<file path="src/rtl/multi_lane_alu_pkg.sv">
// Shared op encoding for the multi-lane ALU and its lane units.
package multi_lane_alu_pkg;

  localparam int OP_W = 2;

  typedef enum logic [OP_W-1:0] {
    OP_ADD  = 2'b00,
    OP_SUB  = 2'b01,
    OP_SAT  = 2'b10,
    OP_PASS = 2'b11
  } lane_op_e;

endpackage

</file>
<file path="src/rtl/alu_lane.sv">
// Single-lane combinational op unit: ADD/SUB wrap, SAT clamps (MULTI_LANE_ALU_SAT_EN) or wraps, PASS forwards a.
// Latency 0; no flow control, the parent pipeline owns backpressure.
module alu_lane
  import multi_lane_alu_pkg::*;
#(
  parameter int DATA_WIDTH = 8
) (
  input  logic [DATA_WIDTH-1:0] a,
  input  logic [DATA_WIDTH-1:0] b,
  input  logic [OP_W-1:0]       op,
  output logic [DATA_WIDTH-1:0] y
);

  logic [DATA_WIDTH-1:0] sat_y;

`ifdef MULTI_LANE_ALU_SAT_EN
  logic [DATA_WIDTH:0] sum_ext;

  always_comb begin
    sum_ext = {1'b0, a} + {1'b0, b};
    sat_y   = sum_ext[DATA_WIDTH] ? '1 : sum_ext[DATA_WIDTH-1:0];
  end
`else
  always_comb begin
    sat_y = a + b;
  end
`endif

  always_comb begin
    y = a + b;
    case (lane_op_e'(op))
      OP_ADD:  y = a + b;
      OP_SUB:  y = a - b;
      OP_SAT:  y = sat_y;
      OP_PASS: y = a;
      default: y = a + b;
    endcase
  end

endmodule

</file>
<file path="src/rtl/multi_lane_alu.sv">
// N-lane ALU, two register stages, plus running accumulator of the cross-lane sum (SAT via MULTI_LANE_ALU_SAT_EN).
// Latency 2 cycles; both stages advance together only when the output slot is empty or being consumed.
module multi_lane_alu
  import multi_lane_alu_pkg::*;
#(
  parameter int NUM_LANES  = 4,
  parameter int DATA_WIDTH = 8,
  parameter int ACC_WIDTH  = 16
) (
  input  logic                            clk,
  input  logic                            rst,
  input  logic                            in_valid,
  output logic                            in_ready,
  input  logic [NUM_LANES*DATA_WIDTH-1:0] data_in,
  input  logic [NUM_LANES*DATA_WIDTH-1:0] operand,
  input  logic [NUM_LANES*OP_W-1:0]       op,
  input  logic                            acc_clear,
  output logic                            out_valid,
  input  logic                            out_ready,
  output logic [NUM_LANES*DATA_WIDTH-1:0] result,
  output logic [ACC_WIDTH-1:0]            acc_out,
  output logic                            acc_ovf
);

  localparam int VEC_W = NUM_LANES * DATA_WIDTH;

  // The reduction is only overflow-free if the accumulator can hold a full lane sum.
  if (ACC_WIDTH < DATA_WIDTH + $clog2(NUM_LANES)) begin : g_acc_width_chk
    $error("multi_lane_alu: ACC_WIDTH too narrow for the cross-lane sum");
  end

  logic [VEC_W-1:0]     lane_res;
  logic                 s1_vld_q, s1_vld_d, s2_vld_q, s2_vld_d;
  logic [VEC_W-1:0]     s1_dat_q, s1_dat_d, s2_dat_q, s2_dat_d;
  logic [ACC_WIDTH-1:0] acc_q, acc_d, red;
  logic [ACC_WIDTH:0]   acc_sum;
  logic                 ovf_q, ovf_d;
  logic                 en, acc_upd;

  for (genvar g = 0; g < NUM_LANES; g++) begin : g_lane
    alu_lane #(.DATA_WIDTH(DATA_WIDTH)) u_lane (
      .a  (data_in[g*DATA_WIDTH +: DATA_WIDTH]),
      .b  (operand[g*DATA_WIDTH +: DATA_WIDTH]),
      .op (op[g*OP_W +: OP_W]),
      .y  (lane_res[g*DATA_WIDTH +: DATA_WIDTH])
    );
  end

  assign en       = !s2_vld_q || out_ready;
  assign acc_upd  = en && s1_vld_q;
  assign in_ready = en;

  always_comb begin
    s1_vld_d = s1_vld_q;
    s1_dat_d = s1_dat_q;
    s2_vld_d = s2_vld_q;
    s2_dat_d = s2_dat_q;
    if (en) begin
      s1_vld_d = in_valid;
      s1_dat_d = lane_res;
      s2_vld_d = s1_vld_q;
      s2_dat_d = s1_dat_q;
    end
  end

  always_comb begin
    red = '0;
    for (int i = 0; i < NUM_LANES; i++) begin
      red = red + ACC_WIDTH'(s1_dat_q[i*DATA_WIDTH +: DATA_WIDTH]);
    end
  end

  // Clear wins over the old value but not over a coincident beat: clear-then-add.
  always_comb begin
    acc_sum = {1'b0, acc_q} + {1'b0, red};
    acc_d   = acc_q;
    ovf_d   = ovf_q;
    if (acc_clear) begin
      acc_d = acc_upd ? red : '0;
      ovf_d = 1'b0;
    end else if (acc_upd) begin
      acc_d = acc_sum[ACC_WIDTH-1:0];
      ovf_d = ovf_q | acc_sum[ACC_WIDTH];
    end
  end

  always_ff @(posedge clk) begin
    if (rst) begin
      s1_vld_q <= 1'b0;
      s1_dat_q <= '0;
      s2_vld_q <= 1'b0;
      s2_dat_q <= '0;
      acc_q    <= '0;
      ovf_q    <= 1'b0;
    end else begin
      s1_vld_q <= s1_vld_d;
      s1_dat_q <= s1_dat_d;
      s2_vld_q <= s2_vld_d;
      s2_dat_q <= s2_dat_d;
      acc_q    <= acc_d;
      ovf_q    <= ovf_d;
    end
  end

  assign out_valid = s2_vld_q;
  assign result    = s2_dat_q;
  assign acc_out   = acc_q;
  assign acc_ovf   = ovf_q;

endmodule

</file>
<file path="config.mk">
export PLATFORM = sky130hd
export DESIGN_NAME = multi_lane_alu
export DESIGN_NICKNAME = d
export VERILOG_FILES = /design/src/rtl/multi_lane_alu_pkg.sv /design/src/rtl/alu_lane.sv /design/src/rtl/multi_lane_alu.sv
export SDC_FILE = /design/constraint.sdc
export NUM_CORES = 1
export LEC_CHECK = 0
export CELL_PAD_IN_SITES_DETAIL_PLACEMENT = 0
export CELL_PAD_IN_SITES_GLOBAL_PLACEMENT = 1
export CORE_AREA = 2 2 138 140
export DETAILED_ROUTE_END_ITERATION = 8
export DIE_AREA = 0 0 140 142
export GPL_TIMING_DRIVEN = 0
export HOLD_SLACK_MARGIN = 0.05
export PLACE_DENSITY_LB_ADDON = 0.1
export SYNTH_ARGS = -nofsm -noshare
export SYNTH_HDL_FRONTEND = slang
export SYNTH_HIERARCHICAL = 1
export SYNTH_SLANG_ARGS = --single-unit
</file>
<file path="constraint.sdc">
create_clock -name clk -period 5.45 [get_ports clk]
set_clock_uncertainty 0.05 [all_clocks]
set_input_delay 1.09 -clock clk [delete_from_list [all_inputs] [get_ports clk]]
set_output_delay 1.09 -clock clk [all_outputs]
set_load 0.005 [all_outputs]
</file>
==> impl_metrics.csv <==
group,metric,value,unit
detailed_routing,drt_pre_antenna_iters,7,
detailed_routing,viasPerCell,5.17,
critical_path,crit_slowest_cell,"fa_1",
global_route,grt.total_usage,0.189,
timing,finalSetupViolations,0,
cells_and_area,area_of_combinational_cells_with_multiple_inputs,4930,um^2
detailed_routing,wl_per_cell,14.8,um
clocking,tritoncts,"built",
detailed_routing,wirelength,19.0,mm
clocking,cts.clk_slew.worst_paths,0.06,ns
global_route,grt.overflow.total,0,
critical_path,critical_path.endpoint_type,"flop",
detailed_routing,num_vias,6642,
cells_and_area,ff_latch_area,1660,um^2
critical_path,reg2reg_setup_slack,0.69,ns
die,dieArea,19900,um^2
pwr,switchingPower,0.00111,W
cells_and_area,flow.area_growth_from_synthesis,26.1,%
detailed_routing,drtIter0Drc,336,
logic_synthesis,postSynth.topFlopCell,"dfxtp_1",
pwr,power.leakage,3.49,nW
pwr,share_seq_of_total_power,0.263,
run,maxCapViolCount,0,
critical_path,timing_worst_setup_path_type,"reg -> reg",
cells_and_area,antenna_cells,0,
global_route,grt_first_pass_wirelength,30.7,mm
critical_path,timing.critical_path.depth,17,
place,post-dp-hpwl,15.2,mm
clocking,numCtsBuffers,9,
pwr,largest_voltage_drop_on_the_vdd_net,190,uV
die,design.portCount,128,
place,dpl_cell_area,8570,um^2
critical_path,timing.critical_path.arrival,4.97,ns
critical_path,worst_setup_path_end,"acc_out[9]",
critical_path,regToRegStartpoint,"s1_dat_q[1]",
run_status,result_of_the_run,"complete, but fails checks",
cells_and_area,fin_cells,1285,
critical_path,critical_path_fanout_max,5,
detailed_routing,antenna_nets_post_route,0,
logic_synthesis,synth_nets,1068,
critical_path,cp.buffers_inverters,2,
place,dpl_worst_slack,0.703,ns
timing,final_hold_viol_count,0,
detailed_routing,remaining_drc_errors,7,
clocking,cts_sinks,83,
logic_synthesis,synth_seq_cells,83,
pwr,power_density,316,nW/um^2
timing,grt_setup_unrepaired,"false",
die,placement_rows,50,
critical_path,cp.required,5.66,ns
critical_path,setup.worst_path.start,"s1_dat_q[1]",
clocking,post_cts.resized_instances,0,
die,dieWidth,140,um
pwr,clk_network_pwr_share,0.213,
logic_synthesis,synth.cell_area,7020,um^2
clocking,cts_buffer_depth,2,
timing,timing.final.max_slew_violations,0,
clocking,post_cts_hold_buffer_count,0,
timing,fin_crit,4.76,ns
timing,totalNegativeSetupSlack,0,ns
cells_and_area,final_layout_size_suffix_gt1_frac,0.0485,
logic_synthesis,yosysSeqAreaShare,0.237,
place,place_congestion,0.822,
critical_path,crit_path_cell_trace,"inv_1 -> fa_1 -> fa_1 -> inv_1 -> ha_1 -> fa_1 -> a21o_1 -> nand4_1 -> and3b_1 -> xnor2_1 -> ha_1 -> a21oi_2 -> a21oi_1 -> or2_2 -> o21a_1 -> or4_1 -> a31oi_1",
place,buffer_ports.inserted,126,
critical_path,worstReg2RegEnd,"acc_out[9]",
die,die_h,142,um
critical_path,setup.worst_path.start_class,"flop",
timing,worst_slew_pin_slew,0.698,ns
cells_and_area,layout.filler_cells,1861,
logic_synthesis,count_of_cell_types_in_the_netlist,58,
logic_synthesis,post_synth.cell_area_avg,7.70,um^2
die,core_area,18500,um^2
clocking,clock-root-buffer,"clkbuf_16",
logic_synthesis,synth-edff-count,0,
logic_synthesis,synth_async_sr_flop_share,0,
logic_synthesis,postSynthCellCount,911,
pwr,intPower,0.00169,W
pwr,comb_power_share,0.524,
global_route,first_global_vias,6224,
pwr,net_switching_share_of_the_total_power,0.395,
timing,timing.final.ws_setup,0.692,ns
timing,slew_headroom,0.535,
critical_path,biggest_cell_delay_along_the_critical_path,0.51,ns
run_status,violations,"DRC",
cells_and_area,nets,1205,
critical_path,critPathMostFrequentCell,"fa_1",
clocking,post-cts-setup-buffer-count,0,
place,place_inst,1271,
clocking,htree_levels,3,
cells_and_area,postLayoutCellArea,8850,um^2
global_route,grt_max_degree,14,
die,floorplan.initialDensity,0.380,
clocking,worst_skew_pair.late_latency,0.34,ns
hold_path,hold_path.class,"reg -> reg",
critical_path,r2r.worst_path.cells,17,
timing,fmax,0.210,GHz
global_route,grt_antenna_before_repair,0,
cells_and_area,postLayoutCoreUtil,0.480,
critical_path,crit_family,"adder cells",
logic_synthesis,ys_warn_count,6,
timing,layout_worst_path_cycle_share,0.873,
## worst min-delay path by stage
stage / startpoint / to / depth (start not counted)
floorplan: s1_dat_q[15] / s1_dat_q[15] / 2
global placement: result[31] / result[31] / 2
detailed placement: result[31] / result[31] / 2
CTS: result[31] / result[31] / 2
global route: result[25] / result[25] / 2
finish: result[9] / result[9] / 2
## cell families (layout without fill, tap and decap cells)
| family | after synthesis | after routing | share of synthesized area |
|---|---|---|---|
| AND/OR/NAND/NOR | 339 | 339 | 0.245 |
| AO/OA/AOI/OAI | 232 | 232 | 0.210 |
| buffers and inverters | 114 | 254 | 0.0610 |
| flip-flops | 83 | 83 | 0.237 |
| adder cells (fa/ha/maj) | 80 | 80 | 0.165 |
| XOR/XNOR | 52 | 52 | 0.0649 |
| multiplexers | 11 | 11 | 0.0171 |
## final cells by class
cell class,instances,area share
Tap cell,234,0.0331
Clock inverter,4,0.00580
Buffer,41,0.0174
Sequential cell,83,0.188
Timing Repair Buffer,126,0.143
Inverter,73,0.0310
Clock buffer,10,0.0259
Multi-Input combinational cell,714,0.557
## stage by stage
stage / hold WS [ns] / power (W)
after floorplan: 0.395 / 0.00180
after CTS: 0.401 / 0.00282
after global routing: 0.425 / 0.00304
after detailed placement: 0.395 / 0.00221
after global placement: 0.387 / 0.00220
final: 0.403 / 0.00280
## flip-flops by register name, indices dropped and copies added, names as in the netlist
register and flops:
s1_dat_q 32, acc_out 16, result 32, out_valid 1, acc_ovf 1, s1_vld_q 1
## cells in the mapped netlist (all sizes together) (2+ instances only)
library cell  instances  area (um^2)
a221oi                8         95.1
o21bai                4         30.0
nand4                 9         56.3
nor2b                 6         37.5
xnor2                43          377
nor3b                 5         37.5
nand2               177          664
a21bo                 4         40.0
or4                   5         52.6
nand2b                2         12.5
nand4b                8         70.1
xor2                  9         78.8
and2                  5         31.3
nor4                  9          141
and3b                 5         43.8
a21o                 12         90.1
or4b                  4         40.0
nor2                 44          165
or3                   7         43.8
clkbuf               36          135
a21boi                4         30.0
o22ai                 4         25.0
or2                   3         18.8
nand3b                8         60.1
o2111ai              17          149
o221ai                2         17.5
nand3                21          105
nor4b                 2         17.5
o21ai                17         85.1
dfxtp                83         1660
o211ai                2         15.0
o21a                  6         45.0
o31ai                13         97.6
a31oi                13         81.3
buf                   5         18.8
mux2i                 3         30.0
and4                  4         35.0
fa                   21          420
mux2                  8         90.1
a211oi                7         52.6
inv                  73          274
nor3                 13         65.1
ha                   59          738
a21oi               114          574
## layer usage
| metal | share of wire | global-route usage | vias up | wire length (um) |
|---|---|---|---|---|
| li1 | - | - | 3474 | - |
| met1 | 0.47 | 0.243 | 3034 | 8980 |
| met2 | 0.48 | 0.337 | 128 | 9160 |
| met3 | 0.039 | 0.0323 | 6 | 740 |
| met4 | 0.0049 | 0.0346 | 0 | 93 |
| met5 | 0 | 0 | - | 0 |
## power groups by stage
| stage | Combinational [W] | Clock (W) | Sequential (W) |
|---|---|---|---|
| floorplan | 0.00107 | 0 | 0.000734 |
| CTS | 0.00147 | 0.000610 | 0.000737 |
| global placement | 0.00145 | 0 | 0.000750 |
| global route | 0.00166 | 0.000632 | 0.000745 |
| finish | 0.00147 | 0.000596 | 0.000737 |
| detailed placement | 0.00146 | 0 | 0.000751 |
## worst min-delay path: stages (launching register included)
cell	delay, ns
dfxtp_1	0.31
nand2_1	0.05
a21oi_1	0.05
## layout by cell type, fill, tap and decap left out, drive strengths merged, types with 17 or more instances in the layout
cell / Yosys / routed
inv: 73 / 74
fa: 21 / 21
nor2: 44 / 44
clkdlybuf4s50: 0 / 126
o21ai: 17 / 17
clkbuf: 36 / 46
ha: 59 / 59
o2111ai: 17 / 17
nand3: 21 / 21
dfxtp: 83 / 83
xnor2: 43 / 43
nand2: 177 / 177
a21oi: 114 / 114
Power figures use the tool's default switching activity.
